<file path="src/rtl/pipeline_ctrl_pkg.sv">
// pipeline_ctrl_pkg: types and constants shared by the pipeline controller.
//   state_t       - sequencer states (IDLE .. DONE, 3-bit encoding)
//   DRAIN_CYCLES  - number of bubble-injection cycles before the dump
//   ctrl_out_t    - bundle of every registered strobe the controller drives
//   decode_state  - maps a state to its strobe pattern (flush excluded)
package pipeline_ctrl_pkg;

    typedef enum logic [2:0] {
        IDLE     = 3'd0,
        MEM_RST  = 3'd1,
        LOAD     = 3'd2,
        CORE_RST = 3'd3,
        RUN      = 3'd4,
        DRAIN    = 3'd5,
        DUMP     = 3'd6,
        DONE     = 3'd7
    } state_t;

    localparam int unsigned DRAIN_CYCLES = 2;

    typedef struct packed {
        logic im_reset;
        logic dm_reset;
        logic im_read;
        logic dm_read;
        logic im_write;
        logic dm_write;
        logic pc_reset;
        logic rb_reset;
        logic tf_reset;
        logic ifid_reset;
        logic ifid_enable;
        logic exwb_reset;
        logic exwb_enable;
        logic busy;
        logic done;
    } ctrl_out_t;

    function automatic ctrl_out_t decode_state(input state_t s);
        ctrl_out_t o;
        o = '0;
        o.busy = (s != IDLE) && (s != DONE);
        case (s)
            MEM_RST: begin
                o.im_reset = 1'b1;
                o.dm_reset = 1'b1;
            end
            LOAD: begin
                o.im_read = 1'b1;
                o.dm_read = 1'b1;
            end
            CORE_RST: begin
                o.pc_reset   = 1'b1;
                o.rb_reset   = 1'b1;
                o.tf_reset   = 1'b1;
                o.ifid_reset = 1'b1;
                o.exwb_reset = 1'b1;
            end
            RUN: begin
                o.ifid_enable = 1'b1;
                o.exwb_enable = 1'b1;
            end
            DRAIN: begin
                o.ifid_enable = 1'b1;
                o.exwb_enable = 1'b1;
                o.ifid_reset  = 1'b1;
            end
            DUMP: begin
                o.im_write = 1'b1;
                o.dm_write = 1'b1;
            end
            DONE: o.done = 1'b1;
            default: ;
        endcase
        return o;
    endfunction

endpackage

</file>
<file path="src/rtl/pipeline_ctrl_if.sv">
// pipeline_ctrl_if: control bundle between the sequencer and the processor top.
//   start, halt_req, in_pc_write       - requests into the controller
//   im_/dm_ RESET/read_file/write_file - memory reset, load and dump strobes
//   pc_/rb_/tf_RESET                   - core state resets
//   reg_* RESET/ENABLE                 - pipeline-register controls
//   busy, done, cycle_count            - status
// modport master is the controller side, slave is the processor side.
interface pipeline_ctrl_if #(
    parameter int unsigned CNT_W = 32
);
    logic             start;
    logic             halt_req;
    logic             in_pc_write;
    logic             im_RESET;
    logic             dm_RESET;
    logic             im_read_file;
    logic             dm_read_file;
    logic             im_write_file;
    logic             dm_write_file;
    logic             pc_RESET;
    logic             rb_RESET;
    logic             tf_RESET;
    logic             reg_ifid_exmem_RESET;
    logic             reg_ifid_exmem_ENABLE;
    logic             reg_exmem_wb_RESET;
    logic             reg_exmem_wb_ENABLE;
    logic             busy;
    logic             done;
    logic [CNT_W-1:0] cycle_count;

    modport master (
        input  start, halt_req, in_pc_write,
        output im_RESET, dm_RESET, im_read_file, dm_read_file,
               im_write_file, dm_write_file, pc_RESET, rb_RESET, tf_RESET,
               reg_ifid_exmem_RESET, reg_ifid_exmem_ENABLE,
               reg_exmem_wb_RESET, reg_exmem_wb_ENABLE,
               busy, done, cycle_count
    );

    modport slave (
        output start, halt_req, in_pc_write,
        input  im_RESET, dm_RESET, im_read_file, dm_read_file,
               im_write_file, dm_write_file, pc_RESET, rb_RESET, tf_RESET,
               reg_ifid_exmem_RESET, reg_ifid_exmem_ENABLE,
               reg_exmem_wb_RESET, reg_exmem_wb_ENABLE,
               busy, done, cycle_count
    );
endinterface

</file>
<file path="src/rtl/pipeline_ctrl_cycle_counter.sv">
// ctrl_cycle_counter: saturating RUN-cycle counter.
//   clk, rst - clock, synchronous active-high reset
//   clr      - synchronous clear (lower priority than rst)
//   en       - count this cycle
//   count    - current value, holds at all-ones
//   tc       - count equals RUN_CYCLES-1 (compared at full width, so a
//              narrow counter that saturates below it never signals tc)
module ctrl_cycle_counter #(
    parameter int unsigned RUN_CYCLES = 3333,
    parameter int unsigned CNT_W      = 32
) (
    input  logic             clk,
    input  logic             rst,
    input  logic             clr,
    input  logic             en,
    output logic [CNT_W-1:0] count,
    output logic             tc
);
    localparam int unsigned CMP_W = (CNT_W > 32) ? CNT_W : 32;
    localparam logic [CMP_W-1:0] TC_VAL = CMP_W'(RUN_CYCLES - 1);

    always_ff @(posedge clk) begin
        if (rst || clr) begin
            count <= '0;
        end else if (en && (count != '1)) begin
            count <= count + CNT_W'(1);
        end
    end

    assign tc = (CMP_W'(count) == TC_VAL);

endmodule

</file>
<file path="src/rtl/pipeline_ctrl.sv">
// pipeline_ctrl: boot / run / drain / dump sequencer for the pipelined core.
//   CLK, RESET - clock, synchronous active-high reset to IDLE
//   bus        - pipeline_ctrl_if.master: start/halt_req/in_pc_write in,
//                memory, core and pipeline-register strobes plus status out
// Outputs are decoded from the next state and registered, so each strobe is
// high for exactly the cycles the FSM spends in the corresponding state.
module pipeline_ctrl
    import pipeline_ctrl_pkg::*;
#(
    parameter int unsigned RUN_CYCLES = 3333,
    parameter int unsigned CNT_W      = 32
) (
    input  logic             CLK,
    input  logic             RESET,
    pipeline_ctrl_if.master  bus
);
    state_t     state;
    state_t     nxt;
    logic [1:0] drain_idx;
    ctrl_out_t  outs;
    ctrl_out_t  outs_nxt;
    logic       run_tc;
    logic       cnt_clr;
    logic       cnt_en;
    logic [CNT_W-1:0] count;

    assign cnt_clr = ((state == IDLE) || (state == DONE)) && bus.start;
    assign cnt_en  = (state == RUN);

    ctrl_cycle_counter #(
        .RUN_CYCLES (RUN_CYCLES),
        .CNT_W      (CNT_W)
    ) u_cnt (
        .clk   (CLK),
        .rst   (RESET),
        .clr   (cnt_clr),
        .en    (cnt_en),
        .count (count),
        .tc    (run_tc)
    );

    always_comb begin
        nxt = state;
        case (state)
            IDLE, DONE: if (bus.start) nxt = MEM_RST;
            MEM_RST:    nxt = LOAD;
            LOAD:       nxt = CORE_RST;
            CORE_RST:   nxt = RUN;
            RUN:        if (bus.halt_req || run_tc) nxt = DRAIN;
            DRAIN:      if (drain_idx == 2'(DRAIN_CYCLES - 1)) nxt = DUMP;
            DUMP:       nxt = DONE;
            default:    nxt = IDLE;
        endcase
    end

    // A PC write seen in RUN kills both younger stages in the following
    // cycle, which is either RUN or the first DRAIN cycle; both keep the
    // enables high, so the overlay only needs to raise the two resets.
    always_comb begin
        outs_nxt = decode_state(nxt);
        if ((state == RUN) && bus.in_pc_write) begin
            outs_nxt.ifid_reset = 1'b1;
            outs_nxt.exwb_reset = 1'b1;
        end
    end

    always_ff @(posedge CLK) begin
        if (RESET) begin
            state     <= IDLE;
            drain_idx <= '0;
            outs      <= '0;
        end else begin
            state     <= nxt;
            drain_idx <= ((state == DRAIN) && (nxt == DRAIN)) ? drain_idx + 2'd1 : '0;
            outs      <= outs_nxt;
        end
    end

    assign bus.im_RESET              = outs.im_reset;
    assign bus.dm_RESET              = outs.dm_reset;
    assign bus.im_read_file          = outs.im_read;
    assign bus.dm_read_file          = outs.dm_read;
    assign bus.im_write_file         = outs.im_write;
    assign bus.dm_write_file         = outs.dm_write;
    assign bus.pc_RESET              = outs.pc_reset;
    assign bus.rb_RESET              = outs.rb_reset;
    assign bus.tf_RESET              = outs.tf_reset;
    assign bus.reg_ifid_exmem_RESET  = outs.ifid_reset;
    assign bus.reg_ifid_exmem_ENABLE = outs.ifid_enable;
    assign bus.reg_exmem_wb_RESET    = outs.exwb_reset;
    assign bus.reg_exmem_wb_ENABLE   = outs.exwb_enable;
    assign bus.busy                  = outs.busy;
    assign bus.done                  = outs.done;
    assign bus.cycle_count           = count;

endmodule

</file>
<file path="src/flat_wrapper.sv">
// flat-port wrapper written by rule: the top's interface ports become plain ports
module pipeline_ctrl_flat import pipeline_ctrl_pkg::*;
#(
    parameter int unsigned RUN_CYCLES = 3333,
    parameter int unsigned CNT_W      = 32
)
  (CLK, RESET, bus_start, bus_halt_req, bus_in_pc_write, bus_im_RESET, bus_dm_RESET, bus_im_read_file, bus_dm_read_file, bus_im_write_file, bus_dm_write_file, bus_pc_RESET, bus_rb_RESET, bus_tf_RESET, bus_reg_ifid_exmem_RESET, bus_reg_ifid_exmem_ENABLE, bus_reg_exmem_wb_RESET, bus_reg_exmem_wb_ENABLE, bus_busy, bus_done, bus_cycle_count);
  pipeline_ctrl_if #(.CNT_W(CNT_W)) bus_i ();
  input  logic CLK;
  input  logic RESET;
  input wire logic [$bits(bus_i.start)-1:0] bus_start;
  input wire logic [$bits(bus_i.halt_req)-1:0] bus_halt_req;
  input wire logic [$bits(bus_i.in_pc_write)-1:0] bus_in_pc_write;
  output wire logic [$bits(bus_i.im_RESET)-1:0] bus_im_RESET;
  output wire logic [$bits(bus_i.dm_RESET)-1:0] bus_dm_RESET;
  output wire logic [$bits(bus_i.im_read_file)-1:0] bus_im_read_file;
  output wire logic [$bits(bus_i.dm_read_file)-1:0] bus_dm_read_file;
  output wire logic [$bits(bus_i.im_write_file)-1:0] bus_im_write_file;
  output wire logic [$bits(bus_i.dm_write_file)-1:0] bus_dm_write_file;
  output wire logic [$bits(bus_i.pc_RESET)-1:0] bus_pc_RESET;
  output wire logic [$bits(bus_i.rb_RESET)-1:0] bus_rb_RESET;
  output wire logic [$bits(bus_i.tf_RESET)-1:0] bus_tf_RESET;
  output wire logic [$bits(bus_i.reg_ifid_exmem_RESET)-1:0] bus_reg_ifid_exmem_RESET;
  output wire logic [$bits(bus_i.reg_ifid_exmem_ENABLE)-1:0] bus_reg_ifid_exmem_ENABLE;
  output wire logic [$bits(bus_i.reg_exmem_wb_RESET)-1:0] bus_reg_exmem_wb_RESET;
  output wire logic [$bits(bus_i.reg_exmem_wb_ENABLE)-1:0] bus_reg_exmem_wb_ENABLE;
  output wire logic [$bits(bus_i.busy)-1:0] bus_busy;
  output wire logic [$bits(bus_i.done)-1:0] bus_done;
  output wire logic [$bits(bus_i.cycle_count)-1:0] bus_cycle_count;
  assign bus_i.start = bus_start;
  assign bus_i.halt_req = bus_halt_req;
  assign bus_i.in_pc_write = bus_in_pc_write;
  assign bus_im_RESET = bus_i.im_RESET;
  assign bus_dm_RESET = bus_i.dm_RESET;
  assign bus_im_read_file = bus_i.im_read_file;
  assign bus_dm_read_file = bus_i.dm_read_file;
  assign bus_im_write_file = bus_i.im_write_file;
  assign bus_dm_write_file = bus_i.dm_write_file;
  assign bus_pc_RESET = bus_i.pc_RESET;
  assign bus_rb_RESET = bus_i.rb_RESET;
  assign bus_tf_RESET = bus_i.tf_RESET;
  assign bus_reg_ifid_exmem_RESET = bus_i.reg_ifid_exmem_RESET;
  assign bus_reg_ifid_exmem_ENABLE = bus_i.reg_ifid_exmem_ENABLE;
  assign bus_reg_exmem_wb_RESET = bus_i.reg_exmem_wb_RESET;
  assign bus_reg_exmem_wb_ENABLE = bus_i.reg_exmem_wb_ENABLE;
  assign bus_busy = bus_i.busy;
  assign bus_done = bus_i.done;
  assign bus_cycle_count = bus_i.cycle_count;
  pipeline_ctrl #(.RUN_CYCLES(RUN_CYCLES), .CNT_W(CNT_W)) u_core (.CLK(CLK), .RESET(RESET), .bus(bus_i));
endmodule
</file>
<file path="config.mk">
export PLATFORM = sky130hd
export DESIGN_NAME = pipeline_ctrl_flat
export DESIGN_NICKNAME = d
export VERILOG_FILES = /design/src/rtl/pipeline_ctrl_pkg.sv /design/src/rtl/pipeline_ctrl_if.sv /design/src/rtl/pipeline_ctrl_cycle_counter.sv /design/src/rtl/pipeline_ctrl.sv /design/src/flat_wrapper.sv
export SDC_FILE = /design/constraint.sdc
export NUM_CORES = 1
export LEC_CHECK = 0
export ABC_AREA = 1
export BUFFER_PORTS_ARGS = -buffer_cell sky130_fd_sc_hd__buf_4
export CELL_PAD_IN_SITES_DETAIL_PLACEMENT = 2
export CELL_PAD_IN_SITES_GLOBAL_PLACEMENT = 2
export CORE_MARGIN = 3
export CORE_UTILIZATION = 27
export DETAILED_ROUTE_END_ITERATION = 10
export PLACE_DENSITY = 0.86
export SYNTH_ARGS = -nofsm -noshare
export SYNTH_HDL_FRONTEND = slang
export SYNTH_SLANG_ARGS = --single-unit
</file>
<file path="constraint.sdc">
create_clock -name CLK -period 1.7 [get_ports CLK]
set_clock_uncertainty 0.05 [all_clocks]
set_input_delay 0.34 -clock CLK [delete_from_list [all_inputs] [get_ports CLK]]
set_output_delay 0.34 -clock CLK [all_outputs]
set_load 0.005 [all_outputs]
</file>
# ---- Yosys cells after proc, flatten, opt, wreduce, memory -nomap -nowiden
# Cells that the tools add are included.
dict set report word_totals {
  register_bits 51
  in_bits 5
  output_inout_bits 47
  word_cells 66
}
dict set report classes {
  addsub 2
  muxes 14
  n_reduce_logical 14
  bitwise 1
  eq_ne 18
}
# op count
set ops {}
lappend ops {{$add A32 B1 Y32 const B} 1}
lappend ops {{$eq A32 B12 Y1 const B} 1}
lappend ops {{$ne A32 B32 Y1 const B} 1}
lappend ops {{$eq A3 B3 Y1 const B} 8}
lappend ops {{$pmux W3 S7} 1}
lappend ops {{$eq A3 B2 Y1 const B} 4}
lappend ops {{$mux W3} 4}
lappend ops {{$reduce_or A2 Y1} 4}
lappend ops {{$eq A3 B1 Y1 const B} 2}
lappend ops {{$mux W1} 6}
lappend ops {{$mux W2} 3}
lappend ops {{$logic_and A1 B1 Y1} 5}
lappend ops {{$logic_not A3 Y1} 1}
lappend ops {{$logic_or A1 B1 Y1} 3}
lappend ops {{$ne A3 B3 Y1 const B} 1}
lappend ops {{$reduce_bool A3 Y1} 1}
lappend ops {{$add A2 B1 Y2 const B} 1}
lappend ops {{$eq A2 B1 Y1 const B} 1}
lappend ops {{$not A1 Y1} 1}

# ---- Longest topological paths before layout
dict set report depth {
  depth_word 8
  mapped_depth 13
  mapped_depth_nobuf 13
}

# ---- Modules after synthesis
# From an unflattened synthesis, not the netlist that was laid out.
dict set report unflattened {
  hier_cells 433
  hier_area_um2 2808.9
}
# module area_per_inst_um2 n_inst seq_area_each_um2 cells_each
set modules_own_cells {}
lappend modules_own_cells {ctrl_cycle_counter 2173.3 1 640.6 347}
lappend modules_own_cells {pipeline_ctrl 635.6 1 280.3 86}

# ---- Worst setup path after synthesis
# OpenSTA, ideal clock, no wires.
dict set report synth_timing {
  kind {reg2reg}
  startpoint {reg u_core.u_cnt.count[1]}
  endpoint {reg u_core.u_cnt.count[13]}
  n_path_buf 2
  stages_incl_launch_ff 13
  t_arrival_ps 1678
  synth_period_minus_slack_ps 1851
  t_required_ps 1527
  setup_time_ps 123
  setup_slack_ps -151
  cell_sequence {dfxtp_1 -> ha_1 -> nand3_2 -> inv_2 -> nand2_2 -> nor2_4 -> nand3b_4 -> nand2_4 -> inv_2 -> buf_6 -> buf_6 -> nand2_2 -> a21oi_2}
}
dict set report synth_via {
  elab_chain_len 2
  elab_cells_between_ends 3
  cone_classes {add/sub: 1; eq/ne: 1; reduce/logical: 1}
}
# item line
set synth_rtl {}
lappend synth_rtl {{from (decl)} pipeline_ctrl_cycle_counter.sv:16} ;# output logic [CNT_W-1:0] count,
lappend synth_rtl {{from (signal assigned)} pipeline_ctrl_cycle_counter.sv:26} ;# count <= count + CNT_W'(1);
lappend synth_rtl {{parallel branches: the longest is 2 deep, another holds $add A32 B1 Y32} n/a}
# Several ways; the timed one is not identified.
# A chain may end at the register's enable or synchronous reset.

# ---- Final worst setup path
dict set report layout_timing {
  startpoint {reg u_core.u_cnt.count[22]}
  endpoint {reg u_core.u_cnt.count[31]}
}
# Same word-level chain as after synthesis.

==> flow_summary_export.csv <==
group,metric,value,unit
outcome,status,"finished, violations left",
outcome,violations,"setup timing",
floorplanning,dieHeight,109,um
synthesis,yosysWarnings,0,
synthesis,syn_area_per_cell,6.52,sq um
grt,antenna_found_initial,1,
finish,area_delta_synth_final,63.1,%
sta,grt_setup_unrepaired,"true",
sta,fin_crit_sh,111,%
synthesis,synth_area_leader_cell,"dfxtp_1",
power,pwr-share-seq,32.9,%
floorplanning,die_w,109,um
routing,drtAntennaViolNets,0,
synthesis,syn_nets,444,
cts,cts_root_buffer,"clkbuf_8",
place,gp_congestion,0.924,
synthesis,async_flop_share,0,%
critical_path,max_stage_delay,0.37,ns
synthesis,synth_cell_type_count,28,
routing,wirelength,18200,um
hold_path,min_path_type,"input port to flip-flop",
critical_path,critPathKind,"flip-flop to flip-flop",
synthesis,synth-edff-count,0,
synthesis,syn_area,2840,sq um
sta,hold_viol,0,
synthesis,ys_top_cells_by_area,"dfxtp_1 32%, nand2_1 18%, inv_1 6.7%, nor2_1 6.3%, xor2_1 6.2%",
synthesis,ys_ff_latch,46,
power,vdd_drop_max,0.598,mV
power,p_clk_share,20.3,%
job,maxCapViolations,0,
cts,cts_buffers,5,
floorplanning,ios,52,
synthesis,synth_commonest_cells,"139 x nand2_1, 51 x inv_1, 48 x nor2_1",
place,dp.final_hpwl,9680,um
finish,stdcell_area,4640,sq um
sta,setup_viol,36,
synthesis,synth_top_area_share,32.4,%
synthesis,yosysSeqAreaShare,32.4,%
grt,grt_max_degree,22,
routing,routedWlPerCell,26.5,um
finish,final_nets,560,
power,power_density,834,nW/um^2
power,finalPower,3.87,mW
place,placedCellCount,653,
floorplanning,dieArea,11800,sq um
synthesis,syn_inst,436,
power,p_int,2.19,mW
floorplanning,core-area,10000,sq um
routing,drc_errors,0,
grt,grt_pass1_vias,3850,
power,power.switching,1.68,mW
routing,vias,3597,
finish,antenna_cells,0,
cts,clock_latency,0.35,ns
cts,cts_buffer_depth,2,
critical_path,required,1.91,ns
finish,postLayoutCoreUtil,46.4,%
power,combPwrFrac,46.8,%
routing,drt_iter0_drc,204,
grt,gr-total-overflow,0,
floorplanning,start_util,28.4,%
critical_path,cp_cell_sequence,"buf_4, nand2_1, nor2_1, nand2_1, nor2_1, nand2_1, xor2_1, nand2_1, a21oi_1",
power,switching_share,43.4,%
cts,htreeDepth,2,
sta,fin_crit,1.88,ns
finish,instances_no_fill,686,
synthesis,yosysMostFrequentCell,"nand2_1",
grt,grt_pass1_wl,22400,um
cts,cts_tree,"built",
finish,final_layout_size_suffix_gt1_share,51.9,%
critical_path,start_kind,"flip-flop",
critical_path,cpMostUsedCell,"nand2_1",
cts,cts.sinks,46,
critical_path,cp_slowest_cell,"dfxtp_1",
critical_path,cp_max_fo,5,
sta,slew-limit-headroom,71.1,%
place,placed_area,3690,sq um
routing,via_per_inst,5.24,
critical_path,worst_ep_arrival_time,2.10,ns
sta,max_freq,0.531,GHz
place,dpl_worst_slack,-0.156,ns
place,numPortBuffers,51,
cts,path_clk_slew,0.13,ns
power,p_leak,2.24,nW
floorplanning,rows,36,
sta,final_max_slew_viol_count,0,
routing,detailedRoute.firstPassIterationCount,4,
sta,worst_pin_slew,0.432,ns
synthesis,yosys_most_used_dff,"dfxtp_1",
grt,grt.total_usage,25.1,%
sta,setup_ws,-0.183,ns
critical_path,end_kind,"flip-flop",
worst max-delay path: cells and delay by family (launching register included):
| family | cells | cell delay [ns] |
|---|---|---|
| flops | 1 | 0.37 |
| buf+inv | 1 | 0.17 |
| simple gates | 6 | 0.94 |
| xor+xnor | 1 | 0.17 |
| compound gates | 1 | 0.11 |
flip-flops by register name, summed over array words and instances, names as in the netlist:
name / cells
u_core.u_cnt.count: 32
u_core.bus.busy: 1
u_core.bus.dm_write_file: 1
u_core.bus.done: 1
u_core.bus.tf_RESET: 1
u_core.bus.dm_RESET: 1
u_core.drain_idx: 2
u_core.state: 3
u_core.bus.reg_exmem_wb_RESET: 1
u_core.bus.reg_ifid_exmem_RESET: 1
u_core.bus.dm_read_file: 1
u_core.bus.reg_ifid_exmem_ENABLE: 1
metrics by stage:
step	hold slack, ns	setup TNS (ns)
after floorplan	0.347	0
after global placement	0.357	0
after detailed placement	0.391	-2.18
after CTS	0.196	-0.0168
after global routing	0.203	-6.48
final	0.187	-3.82
worst paths after layout:
kind / from / end / slack [ns] / depth (start not counted)
max: u_core.u_cnt.count[22] / u_core.u_cnt.count[31] / -0.18 / 9
min reg2reg: u_core.drain_idx[0] / u_core.drain_idx[0] / 0.40 / 1
min: RESET / u_core.state[0] / 0.19 / 2
max reg2reg: u_core.u_cnt.count[22] / u_core.u_cnt.count[31] / -0.18 / 9
cell type report:
class                           count  area (sq um)
Clock buffer                        5          68.8
Clock inverter                      3          21.3
Fill cell                        1161          5360
Inverter                           56           233
Multi-Input combinational cell    318          2070
Sequential cell                    46           973
Tap cell                          133           166
Timing Repair Buffer              125          1100
cell families after synthesis:
kind of cell / count (synthesis) / share of synthesized area, %
simple gates: 253 / 39.6
compound gates: 40 / 8.49
buf+inv: 72 / 11.4
fa+ha+maj: 3 / 1.32
xor+xnor: 22 / 6.78
flops: 46 / 32.4
power by group through the flow:
stage	registers [mW]	logic (mW)	clock network, mW
2_1_floorplan	1.28	0.675	0
3_3_place_gp	1.28	1.01	0
3_5_place_dp	1.30	1.07	0
4_1_cts	1.26	1.19	0.746
5_1_grt	1.28	1.89	0.832
6_report	1.27	1.81	0.785
per-layer routing:
layer	global-route usage (%)	part of all wire, %	vias to the layer above	wire, um
met5	0	0.050	-	9
met4	10.2	4.3	2	777
met3	3.61	4.4	50	799
met1	29.4	39	1848	7060
met2	45.8	52	119	9510
li1	-	-	1578	-
layout by cell type, fill, tap and decap left out, drive strengths merged:
cell,Yosys,layout
clkbuf,1,8
nand2,152,152
clkinv,0,4
xor2,20,20
nand3,19,19
dfxtp,46,46
nand4,8,8
clkinvlp,0,1
ha,3,3
inv,56,54
xnor2,2,2
buf,15,122
nand3b,1,1
and2,1,1
nor2,51,51
nor3,21,21
a21oi,33,33
o21ai,6,6
o2111ai,1,1
repair_timing:
| item | CTS | global route |
|---|---|---|
| cloned | 1 | 4 |
| endpoints found under the setup margin | 34 | 36 |
| pin swaps | 14 | 42 |
| buffers inserted | 12 | 9 |
| gates resized for setup | 51 | 129 |
| hold buffers | 0 | 0 |
(Power assumes the default switching activity.)
